File: src/rtl/subsurf_host.sv
// Host sequencer for the subdivision engine: load mesh words into RAM, kick the engine,
// wait for it, then drain results. SUBSURF_HOST_CYCLE_COUNT_EN enables wait_cycles.
// RAM read data comes in on ram_do ("do" is a reserved word).
module subsurf_host #(
  parameter int START_CYCLES = 3,
  parameter int DEPTH        = 512
) (
  input  logic        clk,
  input  logic        rst_n,
  input  logic        go,
  input  logic        in_valid,
  input  logic [31:0] in_data,
  input  logic        in_last,
  output logic        in_ready,
  output logic        out_valid,
  output logic [31:0] out_data,
  output logic        out_last,
  input  logic        out_ready,
  input  logic [9:0]  res_words,
  output logic        sub_start,
  input  logic        sub_busy,
  output logic        en,
  output logic [8:0]  a,
  output logic [3:0]  we,
  output logic [31:0] di,
  input  logic [31:0] ram_do,
  output logic        busy,
  output logic        done,
  output logic        err,
  output logic [31:0] wait_cycles
);

  typedef enum logic [2:0] {IDLE, LOAD, KICK, WAIT, DRAIN} state_t;
  state_t state, nstate;

  localparam logic [15:0] KICK_LAST = 16'(START_CYCLES - 1);
  localparam logic [8:0]  ADDR_LAST = 9'(DEPTH - 1);
  localparam logic [9:0]  RW_MAX    = 10'(DEPTH);

  logic [8:0]  addr;
  logic [15:0] kcnt;
  logic        wait_first;
  logic [9:0]  rw, rcnt, ocnt, rw_sat;
  logic        rd_vld, rd_issue, pop;
  logic [1:0]  bcnt;
  logic [31:0] obuf [2];
  logic        wptr, rptr;
  logic [2:0]  occ;

  assign busy      = (state != IDLE);
  assign out_valid = (state == DRAIN) && (bcnt != 2'd0);
  assign pop       = out_valid && out_ready;
  assign out_last  = out_valid && (ocnt == rw - 10'd1);
  assign out_data  = obuf[rptr];
  assign rw_sat    = (res_words > RW_MAX) ? RW_MAX : res_words;
  // A word leaving this cycle frees its slot, so a read may be issued in its place.
  assign occ       = {1'b0, bcnt} + {2'b0, rd_vld} - {2'b0, pop};

  always_comb begin
    nstate    = state;
    in_ready  = 1'b0;
    en        = 1'b0;
    a         = '0;
    we        = '0;
    di        = '0;
    sub_start = 1'b0;
    done      = 1'b0;
    rd_issue  = 1'b0;
    case (state)
      IDLE: if (go) nstate = LOAD;
      LOAD: begin
        in_ready = 1'b1;
        if (in_valid) begin
          en = 1'b1;
          we = 4'hF;
          a  = addr;
          di = in_data;
          if (in_last)                nstate = KICK;
          else if (addr == ADDR_LAST) nstate = IDLE;
        end
      end
      KICK: begin
        sub_start = 1'b1;
        if (kcnt == KICK_LAST) nstate = WAIT;
      end
      WAIT: if (!wait_first && !sub_busy) nstate = DRAIN;
      DRAIN: begin
        rd_issue = (rcnt < rw) && (occ < 3'd2);
        en       = rd_issue;
        a        = rd_issue ? rcnt[8:0] : 9'd0;
        if (rw == 10'd0 || (pop && out_last)) begin
          done   = 1'b1;
          nstate = IDLE;
        end
      end
      default: nstate = IDLE;
    endcase
  end

  always_ff @(posedge clk or negedge rst_n) begin
    if (!rst_n) begin
      state      <= IDLE;
      addr       <= '0;
      err        <= 1'b0;
      kcnt       <= '0;
      wait_first <= 1'b0;
    end else begin
      state      <= nstate;
      wait_first <= (state != WAIT);
      kcnt       <= (state == KICK) ? kcnt + 16'd1 : 16'd0;
      if (state == IDLE && go) begin
        addr <= '0;
        err  <= 1'b0;
      end else if (state == LOAD && in_valid) begin
        addr <= addr + 9'd1;
        if (!in_last && addr == ADDR_LAST) err <= 1'b1;
      end
    end
  end

  // Drain datapath: read issue count, one-cycle read pipe, 2-entry output buffer.
  always_ff @(posedge clk or negedge rst_n) begin
    if (!rst_n) begin
      rw      <= '0;
      rcnt    <= '0;
      ocnt    <= '0;
      rd_vld  <= 1'b0;
      bcnt    <= '0;
      wptr    <= 1'b0;
      rptr    <= 1'b0;
      obuf[0] <= '0;
      obuf[1] <= '0;
    end else if (state == WAIT && nstate == DRAIN) begin
      rw     <= rw_sat;
      rcnt   <= '0;
      ocnt   <= '0;
      rd_vld <= 1'b0;
      bcnt   <= '0;
      wptr   <= 1'b0;
      rptr   <= 1'b0;
    end else if (state == DRAIN) begin
      rd_vld <= rd_issue;
      if (rd_issue) rcnt <= rcnt + 10'd1;
      if (rd_vld) begin
        obuf[wptr] <= ram_do;
        wptr       <= ~wptr;
      end
      if (pop) begin
        rptr <= ~rptr;
        ocnt <= ocnt + 10'd1;
      end
      bcnt <= bcnt + {1'b0, rd_vld} - {1'b0, pop};
    end
  end

`ifdef SUBSURF_HOST_CYCLE_COUNT_EN
  logic [31:0] wcnt;
  always_ff @(posedge clk or negedge rst_n) begin
    if (!rst_n)                                wcnt <= '0;
    else if (nstate == KICK && state != KICK)  wcnt <= '0;
    else if (state == KICK || state == WAIT)   wcnt <= wcnt + 32'd1;
  end
  assign wait_cycles = wcnt;
`else
  assign wait_cycles = '0;
`endif

endmodule
File: config.mk
export PLATFORM = sky130hd
export DESIGN_NAME = subsurf_host
export DESIGN_NICKNAME = d
export VERILOG_FILES = /design/src/rtl/subsurf_host.sv
export SDC_FILE = /design/constraint.sdc
export NUM_CORES = 1
export LEC_CHECK = 0
export ABC_AREA = 1
export BUFFER_PORTS_ARGS = -buffer_cell sky130_fd_sc_hd__buf_2
export CAP_MARGIN = 20
export CORE_ASPECT_RATIO = 1.5
export CORE_UTILIZATION = 50
export DETAILED_ROUTE_END_ITERATION = 8
export PLACE_DENSITY_LB_ADDON = 0.2
export SKIP_LAST_GASP = 1
export SLEW_MARGIN = 20
export SYNTH_ARGS = -nofsm -noshare
export SYNTH_HDL_FRONTEND = slang
export SYNTH_SLANG_ARGS = --single-unit
File: constraint.sdc
create_clock -name clk -period 2.9 [get_ports clk]
set_clock_uncertainty 0.05 [all_clocks]
set_input_delay 0.145 -clock clk [delete_from_list [all_inputs] [get_ports clk]]
set_output_delay 0.145 -clock clk [all_outputs]
set_load 0.02 [all_outputs]
Yosys cells after proc, flatten, opt, wreduce, memory -nomap -nowiden. Cells that the tools add are included.

Register bits: 129.

Order comparisons: 6. Bitwise gates (word level): 5. Muxes and demuxes: 51. Add/subtract/negate cells: 9. Equality and inequality tests: 9. Reduce and logical (&&, ||, !) cells: 30.

Operator list (number): $mux W32 (6); $mux W10 (7); $bwmux W64 (1); $mux W9 (4); $demux W32 S1 (1); $mux W3 (7); $add A10 B1 Y10 const B (2); $pmux W9 S2 (1); $mux W1 (17); $add A16 B1 Y16 const B (1); $eq A16 B2 Y1 const B (1); $mux W16 (1); $pmux W3 S5 (1); $reduce_bool A2 Y1 (7); $logic_and A1 B1 Y1 (11); $eq A10 B10 Y1 (1); $gt A10 B10 Y1 const B (1); $logic_not A10 Y1 (1); $lt A10 B10 Y1 (1); $sub A10 B1 Y10 const B (1); $add A9 B1 Y9 const B (1); $eq A9 B9 Y1 const B (1); $mux W4 (2); $reduce_and A2 Y1 (4); other kinds (20) (29).

Logic depth before layout (Yosys ltp). Gate-level depths: netlist of the first run.

Word-level depth: 11. Depth in mapped cells: 15. Gate-level depth less buffers: 15.

Least setup slack after synthesis of the first run. No wires, ideal clock.

Kind: reg-to-output. Start point: reg state[1]. End point: out a[0]. Arrival: 2.624 ns. Cell stages (with the launch flop): 15. Path buffers: 0. Path slack: 0.081 ns. Cells stage by stage: dfrtp_1 > nor2_1 > nand2_2 > nor2_4 > nand2_4 > inv_1 > ha_1 > inv_1 > ha_1 > fa_1 > nor2_1 > nand2_1 > clkinv_1 > nand3_1 > o21ai_0.

Word-level cells in the longest chain between the ends: 8.

RTL lines: start: declaration (line 34) `state_t state, nstate;`; start signal: assignment (line 108) `state <= nstate;`; $eq A3 B3 Y1 (line 51) `assign out_valid = (state == DRAIN) && (bcnt != 2'd0);`; $logic_and A1 B1 Y1 (line 51); net out_valid (line 15) `output logic out_valid,`; $logic_and A1 B1 Y1 (line 52) `assign pop = out_valid && out_ready;`; $sub A3 B1 Y3 (line 57) `assign occ = {1'b0, bcnt} + {2'b0, rd_vld} - {2'b0, pop};`; $lt A3 B2 Y1 (line 88) `rd_issue = (rcnt < rw) && (occ < 3'd2);`; $logic_and A1 B1 Y1 (line 88); $mux W9 (line 90) `a = rd_issue ? rcnt[8:0] : 9'd0;`; $pmux W9 S2 (line 69) `case (state)`; end: declaration (line 23) `output logic [8:0] a,`.

The timed path passes the listed nets, and every way through them passes these cells.

Final worst setup path of the first run.
Start point: reg state[0]. End point: out a[3].

Word-level cells in the longest chain between the ends: 8.

RTL lines (line): $eq A3 B3 Y1 (51, 69); $logic_and A1 B1 Y1 (51); $logic_and A1 B1 Y1 (52); $sub A3 B1 Y3 (57); $lt A3 B2 Y1 (88); $logic_and A1 B1 Y1 (88); $mux W9 (90); $pmux W9 S2 * (69).

Every way passes the cells marked *; elsewhere a longest branch is shown, timed or not.

==> out/results.env, run 1 <==
DIE-AREA_UM2=15200
KIND_OF_CELL_ADDING_THE_MOST_DELAY_TO_THE_CRITICAL_PATH='adder cells'
SYNTH.FF_LATCH_COUNT=129
DRC=0
GRT_UTIL_MET3_PCT=5.57
GLOBAL_ROUTE.USAGE.MET1_PCT=26.6
TIMING.CRITICAL_PATH.FANOUT_MAX=5
PLACE_CONGESTION=0.857
RESULT_OF_THE_RUN='finished with violations'
LAYOUT.CELLS.MOST_COMMON_LIST='nand2_1, buf_2, dfrtp_1'
FIRST_ITER_VIOLATIONS=247
USE_MET2_PCT=43.7
RSZ_0062_RAISED_AFTER_GLOBAL_ROUTING='true'
PATH_CELLS='nor2_2 -> nand2_2 -> nor2_4 -> nand2_4 -> inv_4 -> ha_4 -> inv_2 -> ha_4 -> fa_2 -> nor2_4 -> nand2_4 -> clkinv_4 -> nand3_2 -> o21ai_1 -> buf_4'
POST_CTS_CLOCK_SLEW_AT_THE_LAUNCH_AND_CAPTURE_REGISTERS_OF_THE_WORST_SETUP_AND_HOLD_PATHS_NS=0.06
CRITICAL_PATH.MAX_STAGE_DELAY_NS=0.46
VIA_COUNT=6668
ANTENNA_CELLS=0
LARGEST_FAMILY_OF_LOGIC_CELLS_BY_SYNTHESIZED_AREA='simple AND/OR/NAND/NOR gates'
FINAL.SETUP.WORST_SLACK_NS=-0.0967
HOLD_PATH_DEPTH=4
SIMPLE_GATE_SHARE_OF_THE_SYNTHESIZED_AREA_PCT=25.1
CTS_SINKS=129
SLEW_VIOL_FINAL=0
FINALCRITICALPERIOD_NS=3.00
SYNTH_AREA_PER_CELL_UM2=8.00
POST_SYNTH_FA_HA_MAJ_AREA_FRACTION_PCT=3.51
WORST_PATH_MAX_DELAY_CELL='fa_2'
TIMING.CRITICAL_PATH.FROM_TYPE='register'
WORSTSKEWPAIRLATENCY_NS=0.42
AREA_DELTA_SYNTH_FINAL_PCT=29.1
AREA_FRACTION_IN_COMPOUND_GATES_AFTER_SYNTHESIS_PCT=9.43
NUMCTSBUFFERS=17
LAYOUT.CELLS.MOST_COMMON='nand2_1'
FLOORPLAN.CORE_AREA_UM2=14200
TRITONROUTE_PASS_1_ITERS=5
CRITPATHBUFINV=4
START_UTIL_PCT=51.8
SYNTH_CELL_TYPE_COUNT=40
SYNTH_SEQ_AREA_SHARE_PCT=43.9
VIA_PER_INST=4.98
TOTAL_LEAKAGE_POWER_nW=4.73
SYNTH_AREA_LEADER_CELL='dfrtp_1'
GRT_UTIL_ALL_LAYERS_PCT=24.2
GRT_FIRST_PASS_WIRELENGTH_UM=28500
INITIAL_ANTENNA_VIOLATION_COUNT=0
DESIGN.FINAL.NETS=1236
SYNTH-EDFF-COUNT=0
GRT_MAX_DEGREE=65
WORST-PATH-STAGES=15
PORT_BUFFERS=165
CTS_HTREE_LEVELS=4
YS.FLOP_TYPE='dfrtp_1'
CLASS_OF_THE_TIGHTEST_HOLD_OR_REMOVAL_CHECK='primary input to register'
VIOLATIONS='negative setup slack'
IO_COUNT=198
FP.DIEH_UM=151
FINAL_CRITICAL_PATH_SHARE_OF_THE_CLOCK_PERIOD_PCT=103
SETUP_VIOL_COUNT_FINAL=10
FINAL.FILL_COUNT=1188
SLEW_HEADROOM_PCT=36.9
DIE_W_UM=101
ROUTED_WIRELENGTH_UM=17500
YOSYS_WARNINGS=0
FINAL_HOLD_VIOL_COUNT=0
WORST-ENDPOINT-ARRIVAL_NS=2.80
ROUTEDWLPERCELL_UM=13.1
DPL.HPWL_UM=12300
ANTENNA_VIOLATING_NETS_POST_ROUTE=0
TRITONCTS='built'
MAXCAPVIOLATIONS=0
MUXSHAREOFSYNTHAREA_PCT=4.90
CTS-ROOT-BUF='clkbuf_16'
SYNTHARSTFLOPSHARE_PCT=100
STD_CELL_ROWS=53
DRIVE_GT1_SHARE_PCT=25.6
POWER.IR.VDD_WORST_mV=0.438
FMAX_MHz=334
INST_COUNT_DP=1253
TRANSITION_AT_THE_PIN_WITH_THE_SMALLEST_MAX_TRANSITION_SLACK_NS=0.945
GRT_PASS1_VIAS=6310
WORST_R2R_PATH_DEPTH=13
CP-END-KIND='output pin'
CLK_PATH_BUF_DEPTH=2
TIMING_WORST_SETUP_PATH_TYPE='register to output pin'
YS_TOP_CELLS_BY_AREA='dfrtp_1, nand2_1, o21ai_0, inv_1, mux2_2'
SYNTH.TOP_CELL.AREA_SHARE_PCT=43.9
NETLIST_INSTANCES=919
SYNTH_AREA_UM2=7350
TNS_NS=-0.702
POWER.DENSITY_nW_PER_UM2=680
SYNTH_XOR_AREA_SHARE_PCT=2.14
REQUIRED_NS=2.71
LAYOUT.CELLS.NON_FILLER=1340
GRT_REMAINING_OVERFLOW=0
GLOBALROUTE.BUSIESTLAYER='met2'
## worst reg2reg max path, stage by stage (launching register included)
cell      delay (ns)
dfrtp_1         0.43
nor2_2          0.15
nor2_4          0.06
nand2_4         0.07
inv_4           0.04
ha_4            0.25
inv_2           0.04
ha_4            0.14
fa_2            0.56
nor2_4          0.06
nand3_1         0.18
clkinv_1        0.28
nand3b_1        0.17
nand2_1         0.07
## final timing paths
path                            end  startpoint  slack, ns
min reg2reg                 obuf[2]     obuf[2]       0.44
max                            a[3]    state[0]       -0.1
min                             err     in_last       0.02
min in group asynchronous  obuf[18]       rst_n       0.22
max in group asynchronous   bcnt[0]       rst_n       1.85
max reg2reg                 rcnt[5]     bcnt[1]       0.25
## logic make-up after synthesis
kind of cell / after synthesis
flops: 129
xor+xnor: 18
mux: 32
other cells: 1
fa+ha+maj: 20
compound gates: 135
simple gates: 413
buf+inv: 171
## report_power, final
part           switching, mW  internal, mW
sequential             0.230          2.10
clock                  0.849          1.18
combinational           1.37         0.729
total                   2.44          4.01
## state kept, by name, indices dropped and copies added (netlist names), 2 cells and up
register,cells
ocnt,10
kcnt,16
rcnt,10
state,3
obuf,64
bcnt,2
rw,10
addr,9
## through the flow
stage	worst slack (ns)	utilization (%)	instance area (µm²)	hold slack [ns]	total power, mW
after floorplan	0.0807	-	7470	-0.201	3.71
after global placement	0.141	58.1	8240	0.155	4.26
after detailed placement	0.0612	58.1	8240	0.161	4.30
after CTS	-0.0886	66.4	9420	0.00352	6.47
after global routing	-0.247	66.9	9490	0.0548	6.87
final	-0.0967	66.9	9490	0.0204	6.45
## what timing repair did
action / 4_1_cts / 5_1_grt
endpoints found under the setup margin: 10 / 12
pin swaps: 8 / 6
hold buffers: 47 / 0
gates cloned: 1 / 0
resized for setup: 33 / 19
endpoints found under the hold margin: 122 / 0
setup buffers: 5 / 2
## synth_stat cells, types with 3 or more instances
cell and count:
nor3_1 13, nand2_1 209, nor2_2 5, nor4_1 6
clkbuf_1 19, mux2_2 31, a21oi_1 23, xor2_1 14
nand3_1 58, nor2_1 90, nor3_4 3, buf_4 35
nand4_1 8, buf_2 10, nand3b_1 8, buf_6 3
dfrtp_1 129, xnor2_1 4, o21ai_0 103, nor2_4 5
inv_1 100, ha_1 19
## metal layers
layer / vias up / routed length, µm
met5: - / 0
met4: 0 / 504
met3: 37 / 872
met2: 207 / 9180
met1: 3086 / 6970
li1: 3338 / -
## final cells by class
| class | count | area [µm²] | share of cell area [%] |
|---|---|---|---|
| multi-input combinational | 650 | 3550 | 37.4 |
| sequential | 129 | 3230 | 34.0 |
| timing repair buffer | 232 | 1510 | 15.9 |
| clock buffer | 17 | 425 | 4.48 |
| inverter | 104 | 398 | 4.19 |
| tap | 192 | 240 | 2.53 |
| clock inverter | 15 | 135 | 1.42 |
| timing repair inverter | 1 | 8.76 | 0.0923 |
Note: power is estimated with default switching activity, not from simulation.
==> run 2: changes to the inputs <==
--- a/config.mk
+++ b/config.mk
@@ -12,6 +12,7 @@
 export CORE_UTILIZATION = 50
 export DETAILED_ROUTE_END_ITERATION = 8
 export PLACE_DENSITY_LB_ADDON = 0.2
+export SETUP_SLACK_MARGIN = 0.05
 export SKIP_LAST_GASP = 1
 export SLEW_MARGIN = 20
 export SYNTH_ARGS = -nofsm -noshare
==> run 2 against run 1 <==
Effect of this change: the flow still finishes with violations (negative setup slack); largest power group unchanged; flip-flop and latch count is the same; wire length is the same; via count is the same.
==> out/results.env, run 2 (synthesized netlist as in run 1, its figures left out) <==
DIE-AREA_UM2=15200
ROUTEDWLPERCELL_UM=13.1
DIE_W_UM=101
WHS_ENDPOINT='err'
TIMING.CRITICAL_PATH.FANOUT_MAX=5
WORST-ENDPOINT-ARRIVAL_NS=2.80
DPL.HPWL_UM=12300
VIA_COUNT=6668
GRT_REMAINING_OVERFLOW=0
GRT_FIRST_PASS_WIRELENGTH_UM=28500
START_UTIL_PCT=51.8
LAYOUT.CELLS.MOST_COMMON_LIST='nand2_1, buf_2, dfrtp_1'
LARGEST_REGISTER_FF_COUNT=64
RESULT_OF_THE_RUN='finished with violations'
TRANSITION_AT_THE_PIN_WITH_THE_SMALLEST_MAX_TRANSITION_SLACK_NS=0.945
HOLD_PATH_DEPTH=4
LAYOUT.CELLS.MOST_COMMON='nand2_1'
MAXCAPVIOLATIONS=0
FMAX_MHz=334
POWER.DENSITY_nW_PER_UM2=680
FP.DIEH_UM=151
INITIAL_ANTENNA_VIOLATION_COUNT=0
REGTOREGSETUPSLACK_NS=0.25
TIMING_WORST_SETUP_PATH_TYPE='register to output pin'
ANTENNA_CELLS=0
CTS_HTREE_LEVELS=4
ANTENNA_VIOLATING_NETS_POST_ROUTE=0
LAYOUT.CELLS.NON_FILLER=1340
WORST_R2R_PATH_DEPTH=13
SLEW_HEADROOM_PCT=36.9
FINALCRITICALPERIOD_NS=3.00
REQUIRED_NS=2.71
DESIGN.FINAL.NETS=1236
TRITONCTS='built'
IO_COUNT=198
FINAL_HOLD_VIOL_COUNT=0
FLOORPLAN.CORE_AREA_UM2=14200
VIOLATIONS='negative setup slack'
LARGEST-REGISTER='obuf'
INST_COUNT_DP=1253
CLASS_OF_THE_TIGHTEST_HOLD_OR_REMOVAL_CHECK='primary input to register'
GRT_MAX_DEGREE=65
WORSTSKEWPAIRLATENCY_NS=0.42
POWER.IR.VDD_WORST_mV=0.438
CP-END-KIND='output pin'
NUMCTSBUFFERS=17
REG2REG_TO='rcnt[5]'
GRT_PASS1_VIAS=6310
DRC=0
ROUTED_WIRELENGTH_UM=17500
HOLD_PATH_STARTPOINT='in_last'
FINAL.SETUP.WORST_SLACK_NS=-0.0967
TOP_REGS='obuf (64), kcnt (16)'
FIRST_ITER_VIOLATIONS=247
AREA_DELTA_SYNTH_FINAL_PCT=29.1
CRITICAL_PATH.REG2REG.STARTPOINT='bcnt[1]'
STD_CELL_ROWS=53
SLEW_VIOL_FINAL=0
PLACE_CONGESTION=0.857
TRITONROUTE_PASS_1_ITERS=5
GRT_UTIL_ALL_LAYERS_PCT=24.2
CTS_SINKS=129
TIMING.CRITICAL_PATH.FROM_TYPE='register'
POST_CTS_CLOCK_SLEW_AT_THE_LAUNCH_AND_CAPTURE_REGISTERS_OF_THE_WORST_SETUP_AND_HOLD_PATHS_NS=0.06
DRIVE_GT1_SHARE_PCT=25.6
CTS-ROOT-BUF='clkbuf_16'
TOTAL_LEAKAGE_POWER_nW=4.73
TNS_NS=-0.702
VIA_PER_INST=4.98
SETUP_VIOL_COUNT_FINAL=10
PLACE_WS_NS=0.0612
CLK_PATH_BUF_DEPTH=2
RSZ_0062_RAISED_AFTER_GLOBAL_ROUTING='true'
FINAL_CRITICAL_PATH_SHARE_OF_THE_CLOCK_PERIOD_PCT=103
LAUNCH_POINT_OF_THE_WORST_PATH='state[0]'
PORT_BUFFERS=165
==> run 2: power by group <==
group / switching (mW) / internal (mW)
Clock: 0.849 / 1.18
Combinational: 1.37 / 0.729
Sequential: 0.230 / 2.10
==> run 2: timing repair <==
item	4_1_cts	5_1_grt
hold buffers	47	0
pin swaps	8	6
gates resized for setup	33	19
cloned	1	0
endpoints found under the hold margin	122	0
setup buffers	5	2
endpoints found under the setup margin	11	19
==> run 2: layout make-up <==
type                       instances  area, µm²
timing repair inverter             1       8.76
clock buffer                      17        425
clock inverter                    15        135
fill                            1188       4700
sequential                       129       3230
tap                              192        240
timing repair buffer             232       1510
multi-input combinational        650       3550
inverter                         104        398
==> run 2: worst max-delay path by stage <==
stage                     cells past startpoint  endpoint  slack, ns
after global placement                       15      a[0]       0.14
after floorplan                              14      a[0]       0.08
final                                        15      a[3]       -0.1
after CTS                                    16      a[2]      -0.09
after global routing                         15      a[3]      -0.25
after detailed placement                     15      a[5]       0.06
==> run 2: critical path, cell delays in order, from the launching register on <==
cell and delay [ns]:
dfrtp_1 0.40, nor2_2 0.15, nand2_2 0.08, nor2_4 0.11, nand2_4 0.07, inv_4 0.06, ha_4 0.18, inv_2 0.06
ha_4 0.12, fa_2 0.46, nor2_4 0.17, nand2_4 0.09, clkinv_4 0.10, nand3_2 0.06, o21ai_1 0.10, buf_4 0.16
==> run 2: routing by layer <==
| layer | global-route usage, % | routed length (µm) |
|---|---|---|
| met4 | 11.4 | 504 |
| met2 | 43.7 | 9180 |
| met1 | 26.6 | 6970 |
| met5 | 0 | 0 |
| met3 | 5.57 | 872 |
==> run 2: stage by stage <==
step	instance area, µm²	power (mW)	hold slack [ns]	utilization (%)
6_report	9490	6.45	0.0204	66.9
4_1_cts	9420	6.47	0.00352	66.4
2_1_floorplan	7470	3.71	-0.201	-
3_5_place_dp	8240	4.30	0.161	58.1
5_1_grt	9490	6.87	0.0548	66.9
3_3_place_gp	8240	4.26	0.155	58.1
